==> src/rtl/mips_mem_arbiter.sv <==
// Two-master (ifetch/data) arbiter in front of mips_memory with one-cycle read response routing.
// Optional macro MEM_ARB_RR_EN selects round-robin arbitration instead of data-first fixed priority.
module mips_mem_arbiter #(
  parameter int RESP_HOLD = 1
) (
  input  logic        clk,
  input  logic        reset_n,
  input  logic        i_req,
  input  logic [31:0] i_addr,
  output logic        i_gnt,
  output logic        i_err,
  output logic        i_rvalid,
  output logic [31:0] i_rdata,
  input  logic        d_req,
  input  logic        d_we,
  input  logic [31:0] d_addr,
  input  logic [3:0]  d_byte_en,
  input  logic [31:0] d_wdata,
  output logic        d_gnt,
  output logic        d_rvalid,
  output logic [31:0] d_rdata,
  output logic [31:0] mem_address,
  output logic        mem_wr_en,
  output logic        mem_read_en,
  output logic [3:0]  mem_byte_en,
  output logic [31:0] mem_data_in,
  input  logic [31:0] mem_data_out
);

  typedef enum logic [1:0] {
    OWN_NONE   = 2'd0,
    OWN_IFETCH = 2'd1,
    OWN_DATA   = 2'd2
  } owner_e;

  logic   run_q, run_d;
  owner_e owner_q, owner_d;
  logic   i_elig, d_elig, i_win, d_win;

`ifdef MEM_ARB_RR_EN
  localparam logic LAST_IFETCH = 1'b0;
  localparam logic LAST_DATA   = 1'b1;
  logic last_q, last_d;
`endif

  // Arbitration: pick at most one eligible master this cycle
  always_comb begin
    i_elig = run_q & i_req & (i_addr[1:0] == 2'b00);
    d_elig = run_q & d_req;
`ifdef MEM_ARB_RR_EN
    if (i_elig && d_elig) begin
      d_win = (last_q == LAST_IFETCH);
      i_win = ~d_win;
    end else begin
      d_win = d_elig;
      i_win = i_elig;
    end
    if (i_win) begin
      last_d = LAST_IFETCH;
    end else if (d_win) begin
      last_d = LAST_DATA;
    end else begin
      last_d = last_q;
    end
`else
    d_win = d_elig;
    i_win = i_elig & ~d_elig;
`endif
  end

  assign i_gnt = i_win;
  assign d_gnt = d_win;
  assign i_err = run_q & i_req & (i_addr[1:0] != 2'b00);

  // Memory port mux and next read owner
  always_comb begin
    mem_address = 32'h0;
    mem_wr_en   = 1'b0;
    mem_read_en = 1'b0;
    mem_byte_en = 4'h0;
    mem_data_in = 32'h0;
    owner_d     = OWN_NONE;
    run_d       = 1'b1;
    if (i_win) begin
      mem_address = i_addr;
      mem_read_en = 1'b1;
      mem_byte_en = 4'hF;
      owner_d     = OWN_IFETCH;
    end else if (d_win) begin
      mem_address = d_addr;
      mem_byte_en = d_byte_en;
      if (d_we) begin
        mem_wr_en   = 1'b1;
        mem_data_in = d_wdata;
      end else begin
        mem_read_en = 1'b1;
        owner_d     = OWN_DATA;
      end
    end else begin
      owner_d = OWN_NONE;
    end
  end

  // Run flag, read owner and arbitration history
  always_ff @(posedge clk or negedge reset_n) begin
    if (!reset_n) begin
      run_q   <= 1'b0;
      owner_q <= OWN_NONE;
`ifdef MEM_ARB_RR_EN
      last_q  <= LAST_IFETCH;
`endif
    end else begin
      run_q   <= run_d;
      owner_q <= owner_d;
`ifdef MEM_ARB_RR_EN
      last_q  <= last_d;
`endif
    end
  end

  assign i_rvalid = (owner_q == OWN_IFETCH);
  assign d_rvalid = (owner_q == OWN_DATA);

  generate
    if (RESP_HOLD != 0) begin : g_hold
      logic [31:0] i_rdata_q, i_rdata_d, d_rdata_q, d_rdata_d;

      // Capture the response so it stays visible after the rvalid cycle
      always_comb begin
        i_rdata_d = i_rvalid ? mem_data_out : i_rdata_q;
        d_rdata_d = d_rvalid ? mem_data_out : d_rdata_q;
      end

      // Response hold registers
      always_ff @(posedge clk or negedge reset_n) begin
        if (!reset_n) begin
          i_rdata_q <= 32'h0;
          d_rdata_q <= 32'h0;
        end else begin
          i_rdata_q <= i_rdata_d;
          d_rdata_q <= d_rdata_d;
        end
      end

      assign i_rdata = i_rdata_d;
      assign d_rdata = d_rdata_d;
    end else begin : g_pass
      assign i_rdata = mem_data_out;
      assign d_rdata = mem_data_out;
    end
  endgenerate

endmodule

==> config.mk <==
export PLATFORM = sky130hd
export DESIGN_NAME = mips_mem_arbiter
export DESIGN_NICKNAME = d
export VERILOG_FILES = /design/src/rtl/mips_mem_arbiter.sv
export SDC_FILE = /design/constraint.sdc
export NUM_CORES = 1
export LEC_CHECK = 0
export ABC_AREA = 1
export CAP_MARGIN = 30
export CORE_AREA = 2 2 106 108
export CTS_BUF_LIST = sky130_fd_sc_hd__clkbuf_4
export CTS_CLUSTER_SIZE = 24
export DETAILED_ROUTE_END_ITERATION = 12
export DIE_AREA = 0 0 108 110
export PLACE_DENSITY = 0.78
export SLEW_MARGIN = 20
export SYNTH_ARGS = -nofsm -noshare
export SYNTH_HDL_FRONTEND = slang
export SYNTH_SLANG_ARGS = --single-unit
==> constraint.sdc <==
create_clock -name clk -period 2.3 [get_ports clk]
set_input_delay 0.46 -clock clk [delete_from_list [all_inputs] [get_ports clk]]
set_output_delay 0.46 -clock clk [all_outputs]
set_load 0.05 [all_outputs]
==> key figures <==
Run status
  – Run status: completed

Placed design
  – DP Cell Count: 844
  – Final GP Congestion: 0.879
  – Port buffer count: 275
  – Placed wire-length estimate: 11100 um

Timing
  – Final hold vios: 0
  – Min cycle time layout: 2260 ps
  – Period utilization: a little over nine tenths
  – Least-Margin Pin Slew: 595 ps
  – Max Clock Skew: 12.7 ps
  – Final Setup Violations: 0
  – RSZ-0062 raised after global routing: yes
  – Slew headroom: 60.3%
  – Fmax: approximately 440 MHz
  – Slew Viols, Final: 0
  – Min Hold Slack: approximately 21 ps

Final layout
  – Layout cells sized above 1: 31.6%
  – Inserted Diodes: 0
  – Fin util: 74.4%
  – Area growth, synth to finish: 135%
  – Final net count: 854
  – Final std cells w/o fill: 862

Clock network
  – CTS Sinks: 67
  – Clock Tree Buf Depth: 2
  – Clk slew on worst S/H paths: ~120 ps
  – Worst-Skew Late Latency: 420 ps
  – Hold_buf cts: 0
  – CTS H-tree depth: 3
  – Root buffer cell: clkbuf_4
  – Num CTS Buffers: 9
  – Post-CTS setup buffers: 0
  – CTS tree: done

Routing
  – # DRC: 0
  – DR pass1 iterations: 8
  – Average wire per standard cell: 17.4 um
  – DR iter-0 viols: between 200 and 300
  – Via-to-Cell Ratio: ~4.7
  – Antenna Nets Post-Route: 0
  – Via count: 4076
  – WL final: 15000 um

Power
  – P_leak: 3.77 nW
  – PwrDens: 690 mW/mm^2
  – VDD IR max: 468 uV

Setup path
  – CP top delay family: buffers and inverters
  – Flop2flop setup slack: 980 ps
  – Setup crit end kind: output pin
  – Critical-path cell list: inv_1, nand2_2, clkbuf_16, o21ai_1, buf_12
  – Slowest CP cell: dfrtp_1
  – WS Path Type: reg -> out
  – Worst EP arrival: between 1500 and 2000 ps
  – Crit start category: flip-flop
  – Worst r2r path cells: 3
  – Worst Path Required: 1840 ps
  – Crit path buffers/inverters: 3
  – Largest stage delay, worst path: between 400 and 500 ps
  – Number of cells on the critical path: 5
  – Worst-path fanout max: 32

Floorplanning
  – Starting density of the core: between 30% and 40%
  – Total Die Area: 0.0119 mm^2
  – FP Rows: 38
  – Core Region: 0.0107 mm^2
  – Chip Width: 108 um
  – # IOs: 276
  – Die height: 110 um

Logic synthesis
  – Post-synthesis mux area share: 0%
  – Unique masters post-synth: 16
  – XOR/XNOR share of the synthesized area: 0%
  – Syn Nets: 580
  – Post-Synthesis Cells: around 440
  – Simple-gate area share of the yosys netlist: 28.0%
  – Synth Area in Compound Gates: about a tenth
  – Mean Syn Cell Area: 7.64 um^2
  – Largest family of logic cells by synthesized area: simple AND/OR/NAND/NOR gates
  – Synth Register Bits: 67
  – Yosys warnings: 0
  – Synth Area in Adders: 0%
  – Sequential share of the synthesized area: approximately half
  – Synthesized cell area: 0.00338 mm^2

Global route
  – Vias in the first global route: 4293
  – First-pass GRT wire length: 21300 um
  – GRT Overall Usage: 23.3%
  – Largest net degree at the start of global routing: between 60 and 70
  – Antenna violations before repair: 0
  – Grt total ovfl: 0

Run
  – Max-cap check violation count: 0

Hold path
  – Hold Crit Class: in -> async
## through the flow
| step | setup TNS, ps | cell area [um^2] | total power (W) | setup WS [ps] |
|---|---|---|---|---|
| global route | -1320 | 7960 | 0.00571 | -84.9 |
| CTS | -5.99 | 7790 | 0.00543 | -4.16 |
| global placement | 0 | 7620 | 0.00464 | 65.0 |
| finish | 0 | 7960 | 0.00549 | 41.3 |
| detailed placement | 0 | 7620 | 0.00472 | 18.3 |
| floorplan | -207 | 3380 | 0.00293 | -19.1 |
## path summary, 6_finish.rpt
check / startpoint / end
max in group asynchronous: reset_n / g_hold.i_rdata_q[15]$_DFF_PN0_
worst max-delay path: owner_q[1]$_DFF_PN0_ / i_rdata[24]
worst min register to register: g_hold.d_rdata_q[15]$_DFF_PN0_ / g_hold.d_rdata_q[15]$_DFF_PN0_
worst min-delay path: reset_n / g_hold.d_rdata_q[6]$_DFF_PN0_
worst max register to register: owner_q[0]$_DFF_PN0_ / g_hold.d_rdata_q[25]$_DFF_PN0_
min in group clk: g_hold.d_rdata_q[15]$_DFF_PN0_ / g_hold.d_rdata_q[15]$_DFF_PN0_
## sequential cells by signal (all words and copies together) (netlist names)
name,cells
owner_q,2
g_hold.d_rdata_q,32
run_q,1
g_hold.i_rdata_q,32
## worst register-to-register path, delay by kind of cell, from the launching register on
family,cells,cell delay (ps)
AO/OA/AOI/OAI,1,470
flip-flops,1,400
AND/OR/NAND/NOR,1,200
buffers and inverters,1,90
## where the power goes
| part | internal (W) | switching [W] | total [W] |
|---|---|---|---|
| sequential | 0.00142 | 0.0000789 | 0.00150 |
| combinational | 0.00151 | 0.00182 | 0.00333 |
| clock | 0.000217 | 0.000450 | 0.000667 |
| total | 0.00315 | 0.00235 | 0.00549 |
## cells in the mapped netlist
library cell    n  area [um^2]
buf_2           7         35.0
buf_4           4         30.0
buf_6          18          203
clkbuf_1        2         7.51
conb_1          1         3.75
dfrtp_1        67         1680
inv_1          40          150
inv_2           1         3.75
nand2_1       168          631
nand2_2         1         6.26
nand3_1        30          150
nor2_1         35          131
nor2_2          3         18.8
nor2_4          1         11.3
o21ai_0        60          300
o21ai_1         5         25.0
## logic make-up (layout without fill, tap and decap cells)
| family | after synthesis | in the layout |
|---|---|---|
| other | 1 | 1 |
| flip-flops | 67 | 67 |
| AND/OR/NAND/NOR | 238 | 238 |
| buffers and inverters | 72 | 351 |
| AO/OA/AOI/OAI | 65 | 65 |
## per-layer routing
metal	vias to the layer above	global-route usage (%)	routed length, um
met5	-	0	0
li1	1914	-	-
met2	212	43.1	7960
met1	1912	24.6	5300
met4	0	11.3	492
met3	38	6.35	1230
## final cells by class
class / count / area, um^2
clock buffer: 9 / 67.6
clock inverter: 7 / 45.0
fill: 671 / 2740
inverter: 41 / 154
multi-input combinational: 304 / 1460
sequential: 67 / 1680
tap: 140 / 175
timing repair buffer: 294 / 4380
## timing repair
item                                    in CTS  in global routing
pin swaps                                    0                  0
gates resized for setup                     23                 45
endpoints found under the setup margin      33                 47
gates cloned                                 0                  2
## cell usage in the layout, fill, tap and decap left out, drive strengths merged, types with 6 or more instances in the layout
cell           Yosys  routed
buf               29     157
clkbuf             2      11
clkdlybuf4s50      0     134
clkinv             0       6
dfrtp             67      67
inv               41      41
nand2            169     169
nand3             30      30
nor2              39      39
o21ai             65      65
Power figures use the tool's default switching activity.
